<file path="src/rtl/reg_dump_tx.sv">
// reg_dump_tx: walks the register bank and streams each 16-bit value as two 8N1 UART frames.
// Define REG_DUMP_CHECKSUM_EN to append an XOR-of-all-bytes frame after the last register.
//
// state | meaning
// IDLE  | tx high, waiting for start
// LOAD  | one cycle; capture reg_data for the current reg_sel
// START | start bit (tx low) for CLKS_PER_BIT cycles
// DATA  | 8 data bits LSB first, CLKS_PER_BIT cycles each
// STOP  | stop bit (tx high); selects next byte, next register, checksum or finish
module reg_dump_tx #(
  parameter int NUM_REGS     = 8,
  parameter int SEL_W        = 3,
  parameter int CLKS_PER_BIT = 16
) (
  input  logic             clk,
  input  logic             reset,
  input  logic             start,
  input  logic [15:0]      reg_data,
  output logic [SEL_W-1:0] reg_sel,
  output logic             tx,
  output logic             busy,
  output logic             done
);

  localparam int CNT_W = (CLKS_PER_BIT > 1) ? $clog2(CLKS_PER_BIT) : 1;
  localparam logic [CNT_W-1:0] BAUD_LAST = CNT_W'(CLKS_PER_BIT - 1);
  localparam logic [SEL_W-1:0] SEL_LAST  = SEL_W'(NUM_REGS - 1);

  typedef enum logic [2:0] {
    IDLE  = 3'd0,
    LOAD  = 3'd1,
    START = 3'd2,
    DATA  = 3'd3,
    STOP  = 3'd4
  } state_t;

  state_t           state, state_d;
  logic [CNT_W-1:0] baud, baud_d;
  logic [2:0]       bit_idx, bit_d;
  logic             byte_idx, byte_d;
  logic [15:0]      buffer, buffer_d;
  logic [SEL_W-1:0] sel_d;
  logic             tx_d, busy_d, done_d;
  logic [7:0]       next_byte;
  logic             baud_wrap;

`ifdef REG_DUMP_CHECKSUM_EN
  logic [7:0] acc, acc_d;
  logic       cks, cks_d;
`endif

  assign baud_wrap = (baud == BAUD_LAST);

  always_ff @(posedge clk) begin
    if (!reset) begin
      state    <= IDLE;
      baud     <= '0;
      bit_idx  <= '0;
      byte_idx <= 1'b0;
      buffer   <= '0;
      reg_sel  <= '0;
      tx       <= 1'b1;
      busy     <= 1'b0;
      done     <= 1'b0;
`ifdef REG_DUMP_CHECKSUM_EN
      acc      <= '0;
      cks      <= 1'b0;
`endif
    end else begin
      state    <= state_d;
      baud     <= baud_d;
      bit_idx  <= bit_d;
      byte_idx <= byte_d;
      buffer   <= buffer_d;
      reg_sel  <= sel_d;
      tx       <= tx_d;
      busy     <= busy_d;
      done     <= done_d;
`ifdef REG_DUMP_CHECKSUM_EN
      acc      <= acc_d;
      cks      <= cks_d;
`endif
    end
  end

  always_comb begin
    state_d   = state;
    baud_d    = baud;
    bit_d     = bit_idx;
    byte_d    = byte_idx;
    buffer_d  = buffer;
    sel_d     = reg_sel;
    busy_d    = busy;
    done_d    = 1'b0;
    next_byte = 8'h00;
    tx_d      = 1'b1;
`ifdef REG_DUMP_CHECKSUM_EN
    acc_d     = acc;
    cks_d     = cks;
`endif

    case (state)
      IDLE: begin
        if (start) begin
          state_d = LOAD;
          busy_d  = 1'b1;
          sel_d   = '0;
`ifdef REG_DUMP_CHECKSUM_EN
          acc_d   = '0;
          cks_d   = 1'b0;
`endif
        end
      end

      LOAD: begin
        buffer_d = reg_data;
        byte_d   = 1'b0;
        baud_d   = '0;
        bit_d    = '0;
        state_d  = START;
`ifdef REG_DUMP_CHECKSUM_EN
        acc_d    = acc ^ reg_data[7:0] ^ reg_data[15:8];
`endif
      end

      START: begin
        if (baud_wrap) begin
          baud_d  = '0;
          bit_d   = '0;
          state_d = DATA;
        end else begin
          baud_d = baud + 1'b1;
        end
      end

      DATA: begin
        if (baud_wrap) begin
          baud_d = '0;
          if (bit_idx == 3'd7) begin
            state_d = STOP;
          end else begin
            bit_d = bit_idx + 1'b1;
          end
        end else begin
          baud_d = baud + 1'b1;
        end
      end

      STOP: begin
        if (baud_wrap) begin
          baud_d = '0;
`ifdef REG_DUMP_CHECKSUM_EN
          if (cks) begin
            state_d = IDLE;
            sel_d   = '0;
            busy_d  = 1'b0;
            done_d  = 1'b1;
            cks_d   = 1'b0;
          end else if (byte_idx == 1'b0) begin
            byte_d  = 1'b1;
            state_d = START;
          end else if (reg_sel < SEL_LAST) begin
            sel_d   = reg_sel + 1'b1;
            state_d = LOAD;
          end else begin
            // checksum frame follows directly, no LOAD cycle
            cks_d   = 1'b1;
            state_d = START;
          end
`else
          if (byte_idx == 1'b0) begin
            byte_d  = 1'b1;
            state_d = START;
          end else if (reg_sel < SEL_LAST) begin
            sel_d   = reg_sel + 1'b1;
            state_d = LOAD;
          end else begin
            state_d = IDLE;
            sel_d   = '0;
            busy_d  = 1'b0;
            done_d  = 1'b1;
          end
`endif
        end else begin
          baud_d = baud + 1'b1;
        end
      end

      default: state_d = IDLE;
    endcase

    // tx is registered: derive it from where the FSM will be next cycle
    next_byte = byte_d ? buffer_d[15:8] : buffer_d[7:0];
`ifdef REG_DUMP_CHECKSUM_EN
    if (cks_d) next_byte = acc_d;
`endif
    if (state_d == START)     tx_d = 1'b0;
    else if (state_d == DATA) tx_d = next_byte[bit_d];
    else                      tx_d = 1'b1;
  end

endmodule

</file>
<file path="config.mk">
export PLATFORM = sky130hd
export DESIGN_NAME = reg_dump_tx
export DESIGN_NICKNAME = d
export VERILOG_FILES = /design/src/rtl/reg_dump_tx.sv
export SDC_FILE = /design/constraint.sdc
export NUM_CORES = 1
export LEC_CHECK = 0
export ABC_CLOCK_PERIOD_IN_PS = 2500
export CAP_MARGIN = 10
export CORE_MARGIN = 2
export CORE_UTILIZATION = 35
export CTS_CLUSTER_DIAMETER = 100
export DETAILED_ROUTE_END_ITERATION = 8
export GPL_TIMING_DRIVEN = 0
export PLACE_DENSITY_LB_ADDON = 0.3
export REMOVE_ABC_BUFFERS = 1
export SETUP_SLACK_MARGIN = 0.4
export SLEW_MARGIN = 5
export SYNTH_ARGS = -nofsm -noshare
export SYNTH_HDL_FRONTEND = slang
export SYNTH_SLANG_ARGS = --single-unit
</file>
<file path="constraint.sdc">
create_clock -name clk -period 2.5 [get_ports clk]
set_input_delay 0.75 -clock clk [delete_from_list [all_inputs] [get_ports clk]]
set_output_delay 0.75 -clock clk [all_outputs]
set_load 0.05 [all_outputs]
</file>
==> qor.csv <==
stage,metric,value,unit
worst_setup_path,CP max-delay cell,sky130_fd_sc_hd__dlygate4sd2_1,
worst_setup_path,type of element capturing the critical path,output pin,
logic_synthesis,Synth Warn #,0,
layout,"commonest cells after routing, fill and taps aside","sky130_fd_sc_hd__nand2_1, sky130_fd_sc_hd__dfxtp_1, sky130_fd_sc_hd__a21oi_1",
clock_tree,clock tree from TritonCTS,built,
floorplan,area of the die,5660,µm²
sta,hold slack,0.457,ns
pwr,Net Sw Power,313,µW
global_routing,pin count of the biggest net entering global routing,29,
floorplan,starting density of the core,0.369,
floorplan,vertical extent of the die,75.2,µm
placement,Placer Congestion,0.837,
pwr,Sw Ratio,0.266,
sta,number of setup violations in the final report,0,
pwr,PwrDens,506,nW/µm²
placement,total of buffers placed on input and output ports,24,
placement,Worst Setup Slack post-DPL,0.00956,ns
worst_setup_path,Critical Path AT,1.23,ns
global_routing,initial antenna violation count,0,
drt,number of DRC markers in iteration 0,93,
logic_synthesis,number of distinct standard cells referenced by the synthesized netlist,54,
sta,Final Worst Setup Slack,0.524,ns
logic_synthesis,"Primary FF master, synth",sky130_fd_sc_hd__dfxtp_1,
drt,detailed-route wire length,4.35,mm
floorplan,Std-Cell Core Area,4820,µm²
sta,achievable frequency,506,MHz
layout,non-filler instance count after layout,321,
worst_setup_path,type of the worst setup path,register to output pin,
global_routing,met1 track utilization from global routing,0.204,
clock_tree,Clock Latency Late Sink,0.29,ns
logic_synthesis,area of the mapped netlist,1780,µm²
drt,Residual DRC,0,
floorplan,Core Rows,25,
pwr,share of total power in the clock network,0.348,
worst_setup_path,startpoint types,register,
logic_synthesis,"FF+latch count, synth",33,
global_routing,global-route track usage on met2,0.264,
min_path,class of the worst hold path,register to register,
sta,worst clock skew,0.00239,ns
drt,number of nets with antenna violations after detailed routing,0,
layout,"leading cell type in the layout, fill and taps excluded",sky130_fd_sc_hd__nand2_1,
clock_tree,maximum root-to-sink buffer count,2,
placement,HPWL Detailed,2.61,mm
global_routing,Total GRT Usage,0.162,
placement,Cell Count Post-Placement,300,
clock_tree,Sinks on Clock Net,33,
pwr,part of the power in combinational logic,0.164,
clock_tree,Worst-path clk slew,0.06,ns
worst_setup_path,"Req. time, crit path",1.75,ns
sta,relative slew slack,0.561,
sta,Final min period,1.98,ns
layout,share of post-route cells with drive strength above 1,0.205,
pwr,internal power summed over all cells,862,µW
logic_synthesis,largest cells by area after synthesis,"sky130_fd_sc_hd__dfxtp_1, sky130_fd_sc_hd__nand2_1, sky130_fd_sc_hd__a21oi_1, sky130_fd_sc_hd__nor2_1, sky130_fd_sc_hd__o21ai_0",
placement,post-detailed-placement cell area,2040,µm²
worst_setup_path,ordered list of cells on the worst path,dlygate4sd2_1,
drt,Pre-antenna DRT Iters,4,
sta,period utilisation layout,0.791,
floorplan,floorplan die width,75.2,µm
floorplan,I/O pin count,25,
logic_synthesis,share of the synthesized area in the top cell type,0.372,
drt,total vias in the final route,1690,
layout,final instance area,2320,µm²
worst_setup_path,gate family responsible for the most delay along the worst path,buffers and inverters,
global_routing,wire length of the first global-routing pass,6.87,mm
global_routing,via count of the first global-routing pass,1483,
global_routing,global-route layer with the greatest usage,met2,
worst_setup_path,critical path peak fanout,5,
layout,final net count,276,
clock_tree,maximum level of the CTS H-tree,2,
sta,final-report hold violation count,0,
layout,number of antenna diodes,0,
layout,Area growth syn-to-layout,30.7,%
pwr,largest voltage drop on the vdd net,0.296,mV
worst_setup_path,number of buffer and inverter stages on the critical path,1,
drt,routed length per placed instance,13.5,µm
clock_tree,root buffer selected by CTS,sky130_fd_sc_hd__clkbuf_8,
flow_run,count of maximum capacitance violations,0,
pwr,static leakage power,0.000891,µW
worst_setup_path,highest cell delay on the worst timing path,0.55,ns
logic_synthesis,Synth Instances,221,
drt,number of vias per cell after detailed routing,5.26,
global_routing,met3 capacity usage during global routing,0.0335,
sta,Max Transition Viols Final,0,
clock_tree,total clock buffers created by CTS,5,
sta,setup repair after global routing missed its margin,no,
logic_synthesis,sequential share of the synthesized area,0.372,
clock_tree,CTS hold repair buffers,0,
logic_synthesis,synthesized area per cell,8.03,µm²
status,result of the run,"complete, no violations",
sta,Worst-Margin Slew,0.658,ns
pwr,fraction of power consumed by sequential logic,0.488,
logic_synthesis,largest area contributor in the synthesized netlist,sky130_fd_sc_hd__dfxtp_1,
logic_synthesis,number of flops mapped to enable cells by yosys,0,
logic_synthesis,asr flop ratio synth,0,
global_routing,Overflow after GRT,0,
==> cell usage after synthesis, types with 2 or more instances <==
cell type                  instances
sky130_fd_sc_hd__a211oi_1          6
sky130_fd_sc_hd__clkbuf_1          5
sky130_fd_sc_hd__ha_1              3
sky130_fd_sc_hd__nand3_1           6
sky130_fd_sc_hd__a21oi_1          27
sky130_fd_sc_hd__nand2b_1          2
sky130_fd_sc_hd__a22oi_1           2
sky130_fd_sc_hd__nor2_1           18
sky130_fd_sc_hd__o211ai_1          2
sky130_fd_sc_hd__mux2i_1           2
sky130_fd_sc_hd__buf_6             2
sky130_fd_sc_hd__or3_1             2
sky130_fd_sc_hd__and2_1            6
sky130_fd_sc_hd__o22ai_1           3
sky130_fd_sc_hd__buf_2             4
sky130_fd_sc_hd__nor3_1            3
sky130_fd_sc_hd__xnor2_1           2
sky130_fd_sc_hd__dfxtp_1          33
sky130_fd_sc_hd__o21ai_0          10
sky130_fd_sc_hd__inv_1             6
sky130_fd_sc_hd__o31ai_1           2
sky130_fd_sc_hd__nand2_1          42
sky130_fd_sc_hd__a31oi_1           2
==> registers in the layout (all words and copies together) (netlist names) <==
signal / flops
reg_sel: 3
baud: 4
buffer: 16
done: 1
byte_idx: 1
busy: 1
tx: 1
bit_idx: 3
state: 3
==> power groups by stage <==
stage	clock, µW	sequential, µW	combinational, µW
after global placement	0	581	163
final	409	573	193
after floorplan	0	588	94.1
after CTS	420	571	179
after detailed placement	0	582	171
after global routing	443	577	213
==> through the flow <==
stage | util | power [µW] | TNS [ns]
detailed placement | 0.424 | 753 | 0
finish | 0.482 | 1170 | 0
floorplan | - | 682 | 0
global placement | 0.420 | 745 | -0.373
CTS | 0.451 | 1170 | 0
global route | 0.482 | 1230 | 0
==> kinds of logic (layout without fill, tap and decap cells) <==
group                    after synthesis  in the layout  share of synthesized area
AO/OA/AOI/OAI                         67             67                      0.255
buffers and inverters                 20             52                     0.0578
adder cells (fa/ha/maj)                3              3                     0.0211
AND/OR/NAND/NOR                       94             95                      0.273
flip-flops                            33             33                      0.372
XOR/XNOR                               2              2                    0.00987
multiplexers                           2              2                     0.0113
==> timing repair <==
item / CTS / global route
cloned: 0 / 1
pin swaps: 1 / 6
setup buffers: 6 / 7
gates resized for setup: 9 / 25
setup endpoints to repair: 8 / 3
==> layout make-up <==
cell class / instances / area [µm²]
Fill cell: 482 / 2500
Multi-Input combinational cell: 169 / 1100
Sequential cell: 33 / 676
Timing Repair Buffer: 38 / 348
Clock buffer: 7 / 86.3
Tap cell: 67 / 83.8
Inverter: 7 / 26.3
==> path summary, 6_finish.rpt <==
| check | cells after the start | end | startpoint | slack, ns |
|---|---|---|---|---|
| max reg2reg | 7 | tx | baud[0] | 0.53 |
| min reg2reg | 2 | buffer[10] | buffer[10] | 0.46 |
| min | 2 | buffer[10] | buffer[10] | 0.46 |
| max | 1 | reg_sel[0] | reg_sel[0] | 0.52 |
==> layer usage <==
| metal | up-vias | share of wire |
|---|---|---|
| met2 | 37 | 0.48 |
| li1 | 851 | - |
| met4 | 0 | 0.020 |
| met3 | 8 | 0.035 |
| met1 | 794 | 0.47 |
| met5 | - | 0 |
Power figures use the tool's default switching activity.
